[src/rtl/store_buffer.sv]
// store_buffer: in-order store buffer sitting between the core and data memory.
// Stores are lane-aligned on entry and kept in a circular FIFO. A two-state
// drain FSM (IDLE/WRITE) writes them to memory one at a time. Loads can
// forward bytes from pending stores; the youngest store wins per byte.
// Optional feature macro: STORE_BUFFER_FWD_EN (builds the forwarding
// comparators; without it ld_hit_be and ld_data are tied to zero).
module store_buffer #(
  parameter int WIDTH = 32,
  parameter int DEPTH = 4
) (
  input  logic                     clk,
  input  logic                     rst,
  input  logic                     st_valid,
  output logic                     st_ready,
  input  logic [WIDTH-1:0]         st_addr,
  input  logic [WIDTH-1:0]         st_data,
  input  logic [1:0]               st_size,
  output logic                     mem_we,
  output logic [WIDTH-1:0]         mem_addr,
  output logic [WIDTH-1:0]         mem_wdata,
  output logic [3:0]               mem_be,
  input  logic                     mem_ack,
  input  logic [WIDTH-1:0]         ld_addr,
  output logic [3:0]               ld_hit_be,
  output logic [WIDTH-1:0]         ld_data,
  output logic [$clog2(DEPTH):0]   count,
  output logic                     err_misaligned
);

  localparam int PW = $clog2(DEPTH);
  localparam int CW = PW + 1;
  localparam logic [0:0] IDLE  = 1'b0;
  localparam logic [0:0] WRITE = 1'b1;

  logic [WIDTH-3:0] ent_addr_q [DEPTH];
  logic [WIDTH-1:0] ent_data_q [DEPTH];
  logic [3:0]       ent_be_q   [DEPTH];

  logic [PW-1:0]    head_q, head_d, tail_q, tail_d, head_nxt;
  logic [CW-1:0]    count_q, count_d;
  logic [0:0]       state_q, state_d;
  logic [WIDTH-1:0] mem_addr_q, mem_addr_d, mem_wdata_q, mem_wdata_d;
  logic [3:0]       mem_be_q, mem_be_d;
  logic             err_q;

  logic [3:0]       al_be;
  logic [WIDTH-1:0] al_data;
  logic             misaligned, accept, push, pop;

  assign st_ready       = rst && (count_q != CW'(DEPTH));
  assign accept         = st_valid && st_ready;
  assign push           = accept && !misaligned;
  assign pop            = (state_q == WRITE) && mem_ack;
  assign count_d        = count_q + CW'(push) - CW'(pop);
  assign head_nxt       = head_q + PW'(1);
  assign head_d         = pop  ? head_nxt : head_q;
  assign tail_d         = push ? tail_q + PW'(1) : tail_q;
  assign mem_we         = (state_q == WRITE);
  assign mem_addr       = mem_addr_q;
  assign mem_wdata      = mem_wdata_q;
  assign mem_be         = mem_be_q;
  assign count          = count_q;
  assign err_misaligned = err_q;

  // Lane-align the incoming store and flag illegal size/address combinations
  always_comb begin
    al_be      = 4'b0000;
    al_data    = st_data;
    misaligned = 1'b0;
    case (st_size)
      2'b00: begin
        al_be   = 4'b0001 << st_addr[1:0];
        al_data = {4{st_data[7:0]}};
      end
      2'b01: begin
        al_be      = st_addr[1] ? 4'b1100 : 4'b0011;
        al_data    = {2{st_data[15:0]}};
        misaligned = st_addr[0];
      end
      2'b10: begin
        al_be      = 4'b1111;
        misaligned = (st_addr[1:0] != 2'b00);
      end
      default: misaligned = 1'b1;
    endcase
  end

  // Drain FSM: choose the next memory write; when the last entry pops while a
  // new store arrives, the incoming store is loaded directly
  always_comb begin
    state_d     = state_q;
    mem_addr_d  = mem_addr_q;
    mem_wdata_d = mem_wdata_q;
    mem_be_d    = mem_be_q;
    case (state_q)
      IDLE: begin
        if (count_q != '0) begin
          state_d     = WRITE;
          mem_addr_d  = {ent_addr_q[head_q], 2'b00};
          mem_wdata_d = ent_data_q[head_q];
          mem_be_d    = ent_be_q[head_q];
        end
      end
      WRITE: begin
        if (mem_ack) begin
          if (count_d == '0) begin
            state_d = IDLE;
          end else if (count_q > CW'(1)) begin
            mem_addr_d  = {ent_addr_q[head_nxt], 2'b00};
            mem_wdata_d = ent_data_q[head_nxt];
            mem_be_d    = ent_be_q[head_nxt];
          end else begin
            mem_addr_d  = {st_addr[WIDTH-1:2], 2'b00};
            mem_wdata_d = al_data;
            mem_be_d    = al_be;
          end
        end
      end
      default: state_d = IDLE;
    endcase
  end

  // Control and memory-port registers, cleared asynchronously by reset
  always_ff @(posedge clk or negedge rst) begin
    if (!rst) begin
      head_q      <= '0;
      tail_q      <= '0;
      count_q     <= '0;
      state_q     <= IDLE;
      mem_addr_q  <= '0;
      mem_wdata_q <= '0;
      mem_be_q    <= '0;
      err_q       <= 1'b0;
    end else begin
      head_q      <= head_d;
      tail_q      <= tail_d;
      count_q     <= count_d;
      state_q     <= state_d;
      mem_addr_q  <= mem_addr_d;
      mem_wdata_q <= mem_wdata_d;
      mem_be_q    <= mem_be_d;
      err_q       <= accept && misaligned;
    end
  end

  // Entry storage is written at the tail; validity is tracked by count_q only
  always_ff @(posedge clk) begin
    if (push) begin
      ent_addr_q[tail_q] <= st_addr[WIDTH-1:2];
      ent_data_q[tail_q] <= al_data;
      ent_be_q[tail_q]   <= al_be;
    end
  end

`ifdef STORE_BUFFER_FWD_EN
  logic [PW-1:0] fwd_idx;
  logic          ld_unused;
  assign ld_unused = ^ld_addr[1:0];

  // Forwarding: walk oldest to youngest so younger matches overwrite bytes
  always_comb begin
    ld_hit_be = 4'b0000;
    ld_data   = '0;
    fwd_idx   = head_q;
    for (int i = 0; i < DEPTH; i++) begin
      fwd_idx = head_q + PW'(i);
      if ((CW'(i) < count_q) && (ent_addr_q[fwd_idx] == ld_addr[WIDTH-1:2])) begin
        for (int b = 0; b < 4; b++) begin
          if (ent_be_q[fwd_idx][b]) begin
            ld_hit_be[b]     = 1'b1;
            ld_data[8*b +: 8] = ent_data_q[fwd_idx][8*b +: 8];
          end
        end
      end
    end
  end
`else
  logic ld_unused;
  assign ld_unused = ^ld_addr;
  assign ld_hit_be = 4'b0000;
  assign ld_data   = '0;
`endif

endmodule

[config.mk]
export PLATFORM = sky130hd
export DESIGN_NAME = store_buffer
export DESIGN_NICKNAME = d
export VERILOG_FILES = /design/src/rtl/store_buffer.sv
export SDC_FILE = /design/constraint.sdc
export NUM_CORES = 1
export LEC_CHECK = 0
export ABC_AREA = 1
export CAP_MARGIN = 20
export CORE_ASPECT_RATIO = 0.7
export CORE_UTILIZATION = 45
export CTS_CLUSTER_DIAMETER = 60
export DETAILED_ROUTE_END_ITERATION = 10
export PLACE_DENSITY = 0.66
export SETUP_SLACK_MARGIN = 0.02
export SLEW_MARGIN = 20
export SYNTH_ARGS = -nofsm -noshare
export SYNTH_HDL_FRONTEND = slang
export SYNTH_SLANG_ARGS = --single-unit
[constraint.sdc]
create_clock -name clk -period 5.55 [get_ports clk]
set_input_delay 1.665 -clock clk [delete_from_list [all_inputs] [get_ports clk]]
set_output_delay 1.665 -clock clk [all_outputs]
set_load 0.03 [all_outputs]
==> out/summary.txt <==
Clock Skew: 0.0218 ns
Area growth, synth to finish: 16.1%
reg-to-reg endpoint: mem_wdata[11]$_DFFE_PN0P_
hold wc startpoint: mem_addr[23]$_DFFE_PN0P_
final setup fails: 0
leak pwr: 10.3 nW
Clock Tree Buf Depth: 3
main combinational cell family by area after synthesis: simple AND/OR/NAND/NOR gates
simple-gate share of the synthesized area: 0.274
Nets: 2582
Hold EP: mem_addr[23]$_DFFE_PN0P_
gr usage total: 0.241
Die H: 171 um
Post-Synth XOR/XNOR Area: 0.000958
Starting Density: 0.459
final hold vios: 0
RSZ-0062 raised after global routing: false
CTS tree: yes
post-CTS setup buffer count: 0
nature of the critical path endpoint: flip-flop
Detail Route Antenna Nets: 0
Max H-tree Level: 2
I/O Buffers: 141
Worst Path Required: 5.97 ns
die width: 243 um
Num CTS Buffers: 36
GRT overflow: 0
min Tclk post-route: 4.72 ns
Compound-Gate Fraction of Synth Area: 0.0713
max-capacitance violation count: 0
area post-placement: 20100 um^2
initial antenna violation count: 0
n_diodes: 0
DRC marker count from the first detailed-route iteration: 1259
worst-margin pin slew: 1.03 ns
post-DR wirelength/cell: 16.4 um
Worst R2R Path Depth: 9
final period utilization: 0.850
Arr. time, crit path: 5.14 ns
worst skew pair latency: 0.54 ns
GPL Wtd Cong: 0.838
worst vdd ir: 0.000431 V
Post-Syn Area per Cell: 7.68 um^2
adder-cell area share of the yosys netlist: 0.00657
Place WS: 0.292 ns
status: finished clean
hold crit path type: reg -> reg
hpwl dp: 29200 um
met3 usage: 0.0364
post-route setup slack: 0.831 ns
clock sinks: 339
CP startpoint kind: input pin
layout cells sized above 1: 0.0448
Ports: 212
first-pass GRT wire length: 78200 um
register bit total from synthesis: 339
FF-to-FF Start: head_q[0]$_DFFE_PN0P_
hold buffers post-CTS: 0
Worst R2R Setup Slack: 1.86 ns
power density over the cells: 567 nW/um^2
1st-pass router iterations: 5
clk slew on worst S/H paths: 0.06 ns
vias in the first global route: 14600
Yosys Warn Count: 0
design area: 21200 um^2
vias per cell: 5.07
register area share after synthesis: 0.536
met2 GRT Util: 0.396
crit-path max FO: 41
Die ar.: 41500 um^2
Root Buffer: clkbuf_16
largest net degree at the start of global routing: 98
worst hold stages: 2
Fmax: 0.212 GHz
post-synth cell types: 24
synthesized area: 18300 um^2
Core Region: 39800 um^2
Vias: 15400
DRC errors left: 0
Setup CP Type: in -> reg
Final Max Tran Viols: 0
proportion of synthesized area in mux cells: 0
final WL: 49800 um
GR peak layer: met2
met1 usage: 0.331
CTS resizes: 0
Rel. slew slack: 0.312
Hold Slack: 0.486 ns
post-synthesis cell count: 2381
num rows: 61
## cell usage after synthesis
cell	number	area share
a21boi_0	3	0.0012
a21oi_1	82	0.022
buf_1	4	0.00082
buf_2	61	0.017
buf_4	42	0.017
buf_6	6	0.0037
clkbuf_1	50	0.010
conb_1	1	0.00021
dfrtp_1	75	0.10
edfxtp_1	264	0.43
fa_1	1	0.0011
ha_1	8	0.0055
inv_1	295	0.061
inv_2	5	0.0010
inv_4	1	0.00034
nand2_1	988	0.20
nand2_2	1	0.00034
nand2_4	1	0.00062
nand3_1	68	0.019
nand3_2	2	0.0011
nor2_1	247	0.051
o21ai_0	124	0.034
o21ai_1	50	0.014
xor2_1	2	0.00096
## per-layer routing
| metal | vias to the layer above | share of wire |
|---|---|---|
| li1 | 7475 | - |
| met1 | 7126 | 0.43 |
| met2 | 672 | 0.46 |
| met3 | 98 | 0.087 |
| met4 | 0 | 0.021 |
| met5 | - | 0 |
## cells in the final DEF, fill, tap and decap left out, types with 10 or more instances in the layout
cell type	instances
buf_4	28
o21ai_1	50
clkdlybuf4s50_1	140
nand2_1	987
nand3_1	68
o21ai_0	124
dfrtp_1	72
edfxtp_1	264
buf_12	10
inv_1	295
clkbuf_16	36
nor2_1	242
conb_1	38
a21oi_1	82
## final cells by class
class,count,area [um^2]
Fill cell,3644,18600
Sequential cell,339,9810
Multi-Input combinational cell,1615,6650
Timing Repair Buffer,178,1810
Inverter,301,1140
Clock buffer,50,1000
Tap cell,535,669
Clock inverter,15,145
## stage by stage
| stage | utilization | setup TNS [ns] | total power [mW] | instances |
|---|---|---|---|---|
| after floorplan | - | -174.10 | 7.80 | 2418 |
| after global placement | 0.504 | 0 | 9.54 | 2968 |
| after detailed placement | 0.504 | 0 | 9.66 | 2968 |
| after CTS | 0.533 | 0 | 12.1 | 3033 |
| after global routing | 0.533 | 0 | 12.9 | 3033 |
| final | 0.533 | 0 | 12.0 | 3033 |
## cell families (layout without fill, tap and decap cells)
| group | count (synthesis) | in the layout |
|---|---|---|
| AND/OR/NAND/NOR | 1307 | 1307 |
| buffers and inverters | 464 | 544 |
| flip-flops | 339 | 339 |
| AO/OA/AOI/OAI | 259 | 259 |
| adder cells (fa/ha/maj) | 9 | 9 |
| XOR/XNOR | 2 | 2 |
| other | 1 | 38 |
## where the power goes
group	leakage, nW	switching (mW)	internal, mW	total, mW
registers	3.22	0.314	3.14	3.46
logic	6.52	4.19	1.99	6.18
clock network	0.573	1.02	1.37	2.39
total	10.3	5.53	6.50	12.0
## sequential cells by signal, indices dropped and copies added (netlist names), 3 cells and up
register,cells
ent_data_q,128
ent_addr_q,120
mem_wdata,32
mem_addr,30
ent_be_q,16
mem_be,4
count,3
## critical path: stages
cell and delay (ns):
clkdlybuf4s50_1 0.57, o21ai_0 0.21, o21ai_0 0.14, nor2_1 0.28
inv_1 0.11, ha_1 0.30, inv_1 0.06, ha_1 0.13
inv_1 0.06, fa_1 0.47, nand2_1 0.08, nor2_1 0.06
nand2_1 0.13, nand3_4 0.12, inv_2 0.12, buf_12 0.26
nand2_1 0.09, nor2_1 0.21, nor2_1 0.06
## worst max-delay path by stage
stage / start / to / slack [ns]
3_3_place_gp: st_addr[1] / mem_addr[13]$_DFFE_PN0P_ / 0.38
3_5_place_dp: st_addr[1] / mem_addr[13]$_DFFE_PN0P_ / 0.29
6_report: st_addr[1] / mem_addr[10]$_DFFE_PN0P_ / 0.83
5_1_grt: st_addr[1] / mem_addr[9]$_DFFE_PN0P_ / 0.53
4_1_cts: st_addr[1] / mem_addr[3]$_DFFE_PN0P_ / 0.85
2_1_floorplan: rst / ent_addr_q[0][0]$_DFFE_PP_ / -0.66
Note: power is estimated with default switching activity, not from simulation.
